===== src/rtl/stream_pkg.sv =====
// Shared types and elaboration helpers for the stream width-conversion blocks.
package stream_pkg;

    typedef enum logic {
        EMPTY = 1'b0,
        DRAIN = 1'b1
    } state_e;

    // Returns 0 when the word width does not divide into whole slices, so the
    // instantiating module can reject the parameter set at elaboration.
    function automatic int calc_slices(input int data_width, input int out_width);
        if (out_width <= 0) return 0;
        if ((data_width % out_width) != 0) return 0;
        return data_width / out_width;
    endfunction

endpackage


===== src/rtl/stream_parity_gen.sv =====
// Combinational even-parity (XOR reduction) of one output slice.
module stream_parity_gen #(
    parameter int OUT_WIDTH = 8
) (
    input  logic [OUT_WIDTH-1:0] i_data,
    output logic                 o_parity
);

    assign o_parity = ^i_data;

endmodule


===== src/rtl/stream_downsizer.sv =====
// Splits each DATA_WIDTH word into OUT_WIDTH slices, LS slice first, at one slice per cycle.
// Optional STREAM_DOWNSIZER_PARITY_EN adds o_parity, the XOR reduction of o_dataout.
module stream_downsizer
    import stream_pkg::*;
#(
    parameter int DATA_WIDTH = 32,
    parameter int OUT_WIDTH  = 8
) (
    input  logic                  i_clk,
    input  logic                  i_rst,
    input  logic                  i_valid_s,
    output logic                  o_ready_s,
    input  logic [DATA_WIDTH-1:0] i_datain,
    output logic                  o_valid_m,
    input  logic                  i_ready_m,
    output logic [OUT_WIDTH-1:0]  o_dataout,
    output logic                  o_last,
`ifdef STREAM_DOWNSIZER_PARITY_EN
    output logic                  o_parity,
`endif
    output logic                  o_busy
);

    localparam int SLICES = calc_slices(DATA_WIDTH, OUT_WIDTH);
    localparam int IDX_W  = (SLICES > 1) ? $clog2(SLICES) : 1;
    localparam logic [IDX_W-1:0] LAST_IDX = IDX_W'(SLICES - 1);

    generate
        if (SLICES < 2) begin : g_bad_params
            $error("stream_downsizer: DATA_WIDTH must be a multiple of OUT_WIDTH giving at least 2 slices");
        end
    endgenerate

    state_e                             state_q;
    logic [SLICES-1:0][OUT_WIDTH-1:0]   word_q;
    logic [IDX_W-1:0]                   idx_q;
    logic [IDX_W-1:0]                   idx_d;
    logic                               on_last;

    assign on_last = (idx_q == LAST_IDX);
    assign idx_d   = idx_q + IDX_W'(1);

    // Ready for a new word is combinational from i_ready_m so the next word can
    // load on the same edge that retires the final slice (no bubble).
    assign o_ready_s = (state_q == EMPTY) || ((state_q == DRAIN) && on_last && i_ready_m);

    always_ff @(posedge i_clk) begin
        if (i_rst) begin
            state_q <= EMPTY;
            word_q  <= '0;
            idx_q   <= '0;
        end else begin
            case (state_q)
                EMPTY: begin
                    if (i_valid_s) begin
                        word_q  <= i_datain;
                        idx_q   <= '0;
                        state_q <= DRAIN;
                    end
                end
                DRAIN: begin
                    if (i_ready_m) begin
                        if (!on_last) begin
                            idx_q <= idx_d;
                        end else if (i_valid_s) begin
                            word_q <= i_datain;
                            idx_q  <= '0;
                        end else begin
                            // idx parks at 0 so o_last stays low while empty
                            idx_q   <= '0;
                            state_q <= EMPTY;
                        end
                    end
                end
                default: begin
                    state_q <= EMPTY;
                    idx_q   <= '0;
                end
            endcase
        end
    end

    assign o_valid_m = (state_q == DRAIN);
    assign o_busy    = (state_q == DRAIN);
    assign o_dataout = word_q[idx_q];
    assign o_last    = on_last;

`ifdef STREAM_DOWNSIZER_PARITY_EN
    stream_parity_gen #(
        .OUT_WIDTH (OUT_WIDTH)
    ) u_parity (
        .i_data   (o_dataout),
        .o_parity (o_parity)
    );
`endif

endmodule


===== config.mk =====
export PLATFORM = sky130hd
export DESIGN_NAME = stream_downsizer
export DESIGN_NICKNAME = d
export VERILOG_FILES = /design/src/rtl/stream_pkg.sv /design/src/rtl/stream_parity_gen.sv /design/src/rtl/stream_downsizer.sv
export SDC_FILE = /design/constraint.sdc
export NUM_CORES = 1
export LEC_CHECK = 0
export BUFFER_PORTS_ARGS = -buffer_cell sky130_fd_sc_hd__buf_2
export CAP_MARGIN = 20
export CORE_ASPECT_RATIO = 0.7
export CORE_MARGIN = 8
export CORE_UTILIZATION = 55
export CTS_BUF_LIST = sky130_fd_sc_hd__clkbuf_16
export DETAILED_ROUTE_END_ITERATION = 7
export HOLD_SLACK_MARGIN = 0.08
export PLACE_DENSITY = 0.89
export SYNTH_ARGS = -nofsm -noshare
export SYNTH_HDL_FRONTEND = slang
export SYNTH_SLANG_ARGS = --single-unit

===== constraint.sdc =====
create_clock -name i_clk -period 3.4 [get_ports i_clk]
set_input_delay 0.68 -clock i_clk [delete_from_list [all_inputs] [get_ports i_clk]]
set_output_delay 0.68 -clock i_clk [all_outputs]
set_load 0.02 [all_outputs]

# Word level (Yosys, flattened, before mapping)
# Cells that the tools add are included.
# totals
word_cells	32
latchBits	0
mem_count	0
inputBits	36
regBits	35
out_inout_bits	12
mem_bits_ro	0
ram_bits	0
# classes
n_addsub	1
shift	0
n_eq_ne	4
n_reduce_logical	5
div	0
n_bitwise	1
n_mul	0
n_lt_le_gt_ge	1
mux	14
# op_table
operator	count
$mux W32	3
$pmux W32 S2	1
$bmux W8 S2	1
$mux W8	1
$mux W2	3
$ne A2 B2 Y1 const B	2
$pmux W2 S2	1
$reduce_and A2 Y1	2
$lt A2 B3 Y1 const B	1
$mux W1	3
$add A2 B1 Y2 const B	1
$eq A2 B2 Y1 const B	1
$logic_and A1 B1 Y1	2
$ne A2 B1 Y1 const B	1
$pmux W1 S2	1
$logic_or A1 B1 Y1	1
$not A1 Y1	1

# Depth between registers and ports, before layout
# logic_depth
word_depth	4
depth_mapped	6
depth_no_buf	4

# Worst setup path after synthesis
# Ideal clock, no wire load.
# synth_path
kind	reg-to-output
start	register idx_q[0]
end	output port o_dataout[0]
required_time_ps	2720
setup_slack_ps	1582
arrival_ps	1138
stages_incl_launch_ff	3
cell_sequence	dfxtp_1 -> buf_2 -> mux4_2
# synth_via
elab_chain_cells	2
# synth_lines
element	line_no	source
start, declared	stream_downsizer.sv:36	logic [IDX_W-1:0] idx_q;
start signal, assigned	stream_downsizer.sv:64	idx_q <= idx_d;
$bmux W8 S2	stream_downsizer.sv:85	assign o_dataout = word_q[idx_q];
$mux W8 (implied by the code)	stream_downsizer.sv:85	
end, declared	stream_downsizer.sv:16	output logic [OUT_WIDTH-1:0] o_dataout,
# No other way between the ends. The select of a mux whose other input is x is not followed.

# Worst setup path in the final report
# layout_path
start	register idx_q[0]
end	output port o_dataout[3]
# Same word-level chain as after synthesis.

==> metrics.txt <==
# TYPE chip_impl_metric gauge
chip_impl_info{name="worst_setup_path_start_kind",value="flip-flop"} 1
chip_impl_metric{name="finalCriticalPeriod",unit="ns"} 2.39
chip_impl_metric{name="floorplan.core_area",unit="mm²"} 0.00315
chip_impl_info{name="status",value="finished clean"} 1
chip_impl_metric{name="post_synth_instance_area",unit="mm²"} 0.00181
chip_impl_metric{name="drive_above_1_share",unit="%"} 30.9
chip_impl_metric{name="port-buffer-count",unit=""} 47
chip_impl_metric{name="synthCells",unit=""} 165
chip_impl_metric{name="cts_buffers",unit=""} 5
chip_impl_metric{name="synth.mux.area_fraction",unit="%"} 28.3
chip_impl_metric{name="antenna-diode-count",unit=""} 0
chip_impl_metric{name="grt_first_pass_wirelength",unit="µm"} 5620
chip_impl_metric{name="power_density",unit="mW/mm²"} 473
chip_impl_metric{name="die-width",unit="µm"} 84.5
chip_impl_metric{name="grt_pass1_vias",unit=""} 1299
chip_impl_info{name="crit_path_cell_trace",value="mux4_2 -> buf_2"} 1
chip_impl_info{name="end_kind",value="primary output"} 1
chip_impl_metric{name="dp.final_hpwl",unit="µm"} 2280
chip_impl_metric{name="cts.repair.resized",unit=""} 0
chip_impl_metric{name="drt-total-wl",unit="µm"} 3290
chip_impl_metric{name="cp_slowest_stage_delay",unit="ns"} 0.68
chip_impl_info{name="clockRootBuffer",value="sky130_fd_sc_hd__clkbuf_16"} 1
chip_impl_metric{name="grt_overflow",unit=""} 0
chip_impl_info{name="largest_family_of_logic_cells_by_synthesized_area",value="multiplexers"} 1
chip_impl_metric{name="synth.ff_latch_count",unit=""} 35
chip_impl_metric{name="final_ant_viol_nets",unit=""} 0
chip_impl_metric{name="pre_cts_ws",unit="ns"} 1.25
chip_impl_metric{name="synthAdderAreaFrac",unit="%"} 0.693
chip_impl_metric{name="crit_fanout",unit=""} 11
chip_impl_metric{name="place.gp.congestion",unit=""} 0.716
chip_impl_metric{name="syn_to_final_growth",unit="%"} 17.6
chip_impl_metric{name="synth.net_count",unit=""} 202
chip_impl_metric{name="fin_setup_tns",unit="ns"} 0
chip_impl_metric{name="setup_viol_count_final",unit=""} 0
chip_impl_metric{name="timing_max_transition_violations_final",unit=""} 0
chip_impl_metric{name="layout.nets",unit=""} 243
chip_impl_metric{name="global_route_total_usage_across_every_layer",unit="%"} 13.0
chip_impl_info{name="path_delay_family",value="flip-flops"} 1
chip_impl_metric{name="finalCritPeriodShare",unit="%"} 70.4
chip_impl_info{name="worstSetupPathType",value="reg2out"} 1
chip_impl_metric{name="ys_types",unit=""} 15
chip_impl_metric{name="worst-endpoint-required",unit="ns"} 2.72
chip_impl_metric{name="ys_warn_count",unit=""} 0
chip_impl_metric{name="grt_max_degree",unit=""} 68
chip_impl_metric{name="arrival_worst_endpoint",unit="ns"} 1.71
chip_impl_metric{name="pin_count",unit=""} 48
chip_impl_metric{name="routed_wire_length_per_instance",unit="µm"} 13.4
chip_impl_info{name="tritoncts",value="done"} 1
chip_impl_metric{name="synthXorXnorAreaFrac",unit="%"} 0
chip_impl_metric{name="syn-mean-instance-area",unit="µm²"} 10.9
chip_impl_metric{name="max_cap_viol_count",unit=""} 0
chip_impl_metric{name="worst_skew_pair.late_latency",unit="ns"} 0.28
chip_impl_metric{name="critPathBufInv",unit=""} 1
chip_impl_metric{name="vdd_drop_max",unit="V"} 0.000313
chip_impl_metric{name="maximum_level_of_the_cts_h_tree",unit=""} 2
chip_impl_metric{name="max_slew.worst_pin.slew",unit="ns"} 0.755
chip_impl_metric{name="row_count",unit=""} 17
chip_impl_metric{name="drc_errors",unit=""} 0
chip_impl_metric{name="fin_ws",unit="ns"} 1.01
chip_impl_metric{name="tritoncts_num_sinks",unit=""} 35
chip_impl_metric{name="static-leakage-power",unit="nW"} 0.922
chip_impl_metric{name="pre_antenna_drt_iters",unit=""} 4
chip_impl_metric{name="achievable-frequency",unit="GHz"} 0.418
chip_impl_metric{name="die_area",unit="mm²"} 0.00540
chip_impl_metric{name="die_y",unit="µm"} 64.0
chip_impl_metric{name="clkTransAtPathRegs",unit="ns"} 0.05
chip_impl_metric{name="hold_buffers",unit=""} 0
chip_impl_metric{name="final_hold_viol_count",unit=""} 0
chip_impl_info{name="timing.critical_path.slowest_stage_cell",value="sky130_fd_sc_hd__dfxtp_1"} 1
chip_impl_metric{name="floorplan.initialDensity",unit="%"} 57.4
chip_impl_metric{name="synth-simple-area-share",unit="%"} 23.7
chip_impl_metric{name="initialDrtViolationCount",unit=""} 38
chip_impl_metric{name="ys_seq_area_share",unit="%"} 38.8
chip_impl_metric{name="postCtsSetupRepairBufs",unit=""} 0
chip_impl_metric{name="clk_buf_depth",unit=""} 2
chip_impl_info{name="rsz0062_at_grt",value="false"} 1
chip_impl_metric{name="slew-limit-headroom",unit="%"} 49.7
chip_impl_info{name="timing.hold.worst.class",value="reg2reg"} 1
chip_impl_metric{name="drt-vias-per-instance",unit=""} 5.02
chip_impl_metric{name="compound_gate_portion_of_the_synthesized_area",unit="%"} 2.01
chip_impl_metric{name="num_vias",unit=""} 1230
chip_impl_metric{name="grt_antenna_before_repair",unit=""} 0
chip_impl_metric{name="clock-skew-final",unit="ns"} 0.00267
[power breakdown]
part	switching, mW	leakage [nW]	internal (mW)	total, mW
clock network	0.154	0.0762	0.264	0.418
registers	0.0163	0.288	0.437	0.453
logic	0.0608	0.558	0.0725	0.133
[cell type report]
cell class              count  area, µm²
well taps                  38       47.5
clock inverters             3       12.5
repair buffers             48        243
fillers                   257       1020
clock buffers               5        125
inverters                   1       3.75
flip-flops and latches     35        701
multi-input cells         115        992
[cell usage after synthesis (all sizes together)]
library cell / n / area (µm²)
nand2b: 64 / 400
dfxtp: 35 / 701
mux2i: 33 / 330
mux4: 8 / 180
buf: 7 / 88.8
clkbuf: 7 / 26.3
nor2: 5 / 18.8
a32oi: 2 / 17.5
a21boi: 1 / 18.8
ha: 1 / 12.5
inv: 1 / 3.75
nor2b: 1 / 8.76
[registers in the layout, indices dropped and copies added, names as in the netlist]
name and count:
idx_q 2, o_busy 1, word_q 32
[metrics by stage]
| step | util, % | total power, mW | instance area, µm² | cells | hold WS [ns] |
|---|---|---|---|---|---|
| 6_report | 67.5 | 1.00 | 2120 | 245 | 0.468 |
| 4_1_cts | 67.5 | 1.02 | 2120 | 245 | 0.473 |
| 3_3_place_gp | 63.1 | 0.592 | 1990 | 237 | 0.458 |
| 5_1_grt | 67.5 | 1.05 | 2120 | 245 | 0.496 |
| 2_1_floorplan | - | 0.564 | 1810 | 165 | 0.445 |
| 3_5_place_dp | 63.1 | 0.596 | 1990 | 237 | 0.460 |
[kinds of logic after synthesis]
family | count (synthesis)
muxes | 41
adders and majority gates | 1
and+or+nand+nor | 70
DFF | 35
buffers and inverters | 15
AOI/OAI and AO/OA | 3
[path summary, 6_finish.rpt]
| check | endpoint | slack, ns | depth (start not counted) | start |
|---|---|---|---|---|
| min | word_q[4]$_SDFFE_PP0P_ | 0.47 | 2 | word_q[4]$_SDFFE_PP0P_ |
| min reg2reg | word_q[4]$_SDFFE_PP0P_ | 0.47 | 2 | word_q[4]$_SDFFE_PP0P_ |
| max reg2reg | word_q[0]$_SDFFE_PP0P_ | 1.37 | 5 | idx_q[0]$_SDFFE_PP0P_ |
| max | o_dataout[3] | 1.01 | 2 | idx_q[0]$_SDFFE_PP0P_ |
[cells in the final DEF (no fill, tap or decap)]
cell type,synthesis,final
sky130_fd_sc_hd__a21boi_4,1,1
sky130_fd_sc_hd__a32oi_1,2,2
sky130_fd_sc_hd__buf_2,2,47
sky130_fd_sc_hd__buf_4,1,1
sky130_fd_sc_hd__clkbuf_16,0,5
sky130_fd_sc_hd__clkinv_2,0,1
sky130_fd_sc_hd__dfxtp_1,35,35
sky130_fd_sc_hd__ha_1,1,1
sky130_fd_sc_hd__inv_1,1,3
sky130_fd_sc_hd__mux2i_1,33,33
sky130_fd_sc_hd__mux4_2,8,8
sky130_fd_sc_hd__nand2b_1,64,64
sky130_fd_sc_hd__nor2_1,5,5
sky130_fd_sc_hd__nor2b_4,0,1
[worst register-to-register path: stages, from the launching register on]
cell and delay (ns):
sky130_fd_sc_hd__dfxtp_1 0.68, sky130_fd_sc_hd__ha_1 0.34, sky130_fd_sc_hd__a21boi_4 0.09, sky130_fd_sc_hd__nor2b_4 0.10, sky130_fd_sc_hd__buf_4 0.47, sky130_fd_sc_hd__mux2i_1 0.27
[layer usage]
layer  vias to the layer above  track usage (%)  wire, µm
met3                         8             5.36       233
met1                       557             14.0      1520
li1                        635                -         -
met5                         -                0         0
met2                        30             21.1      1450
met4                         0             7.95        78
No activity file was read; power rests on OpenSTA's default activity.
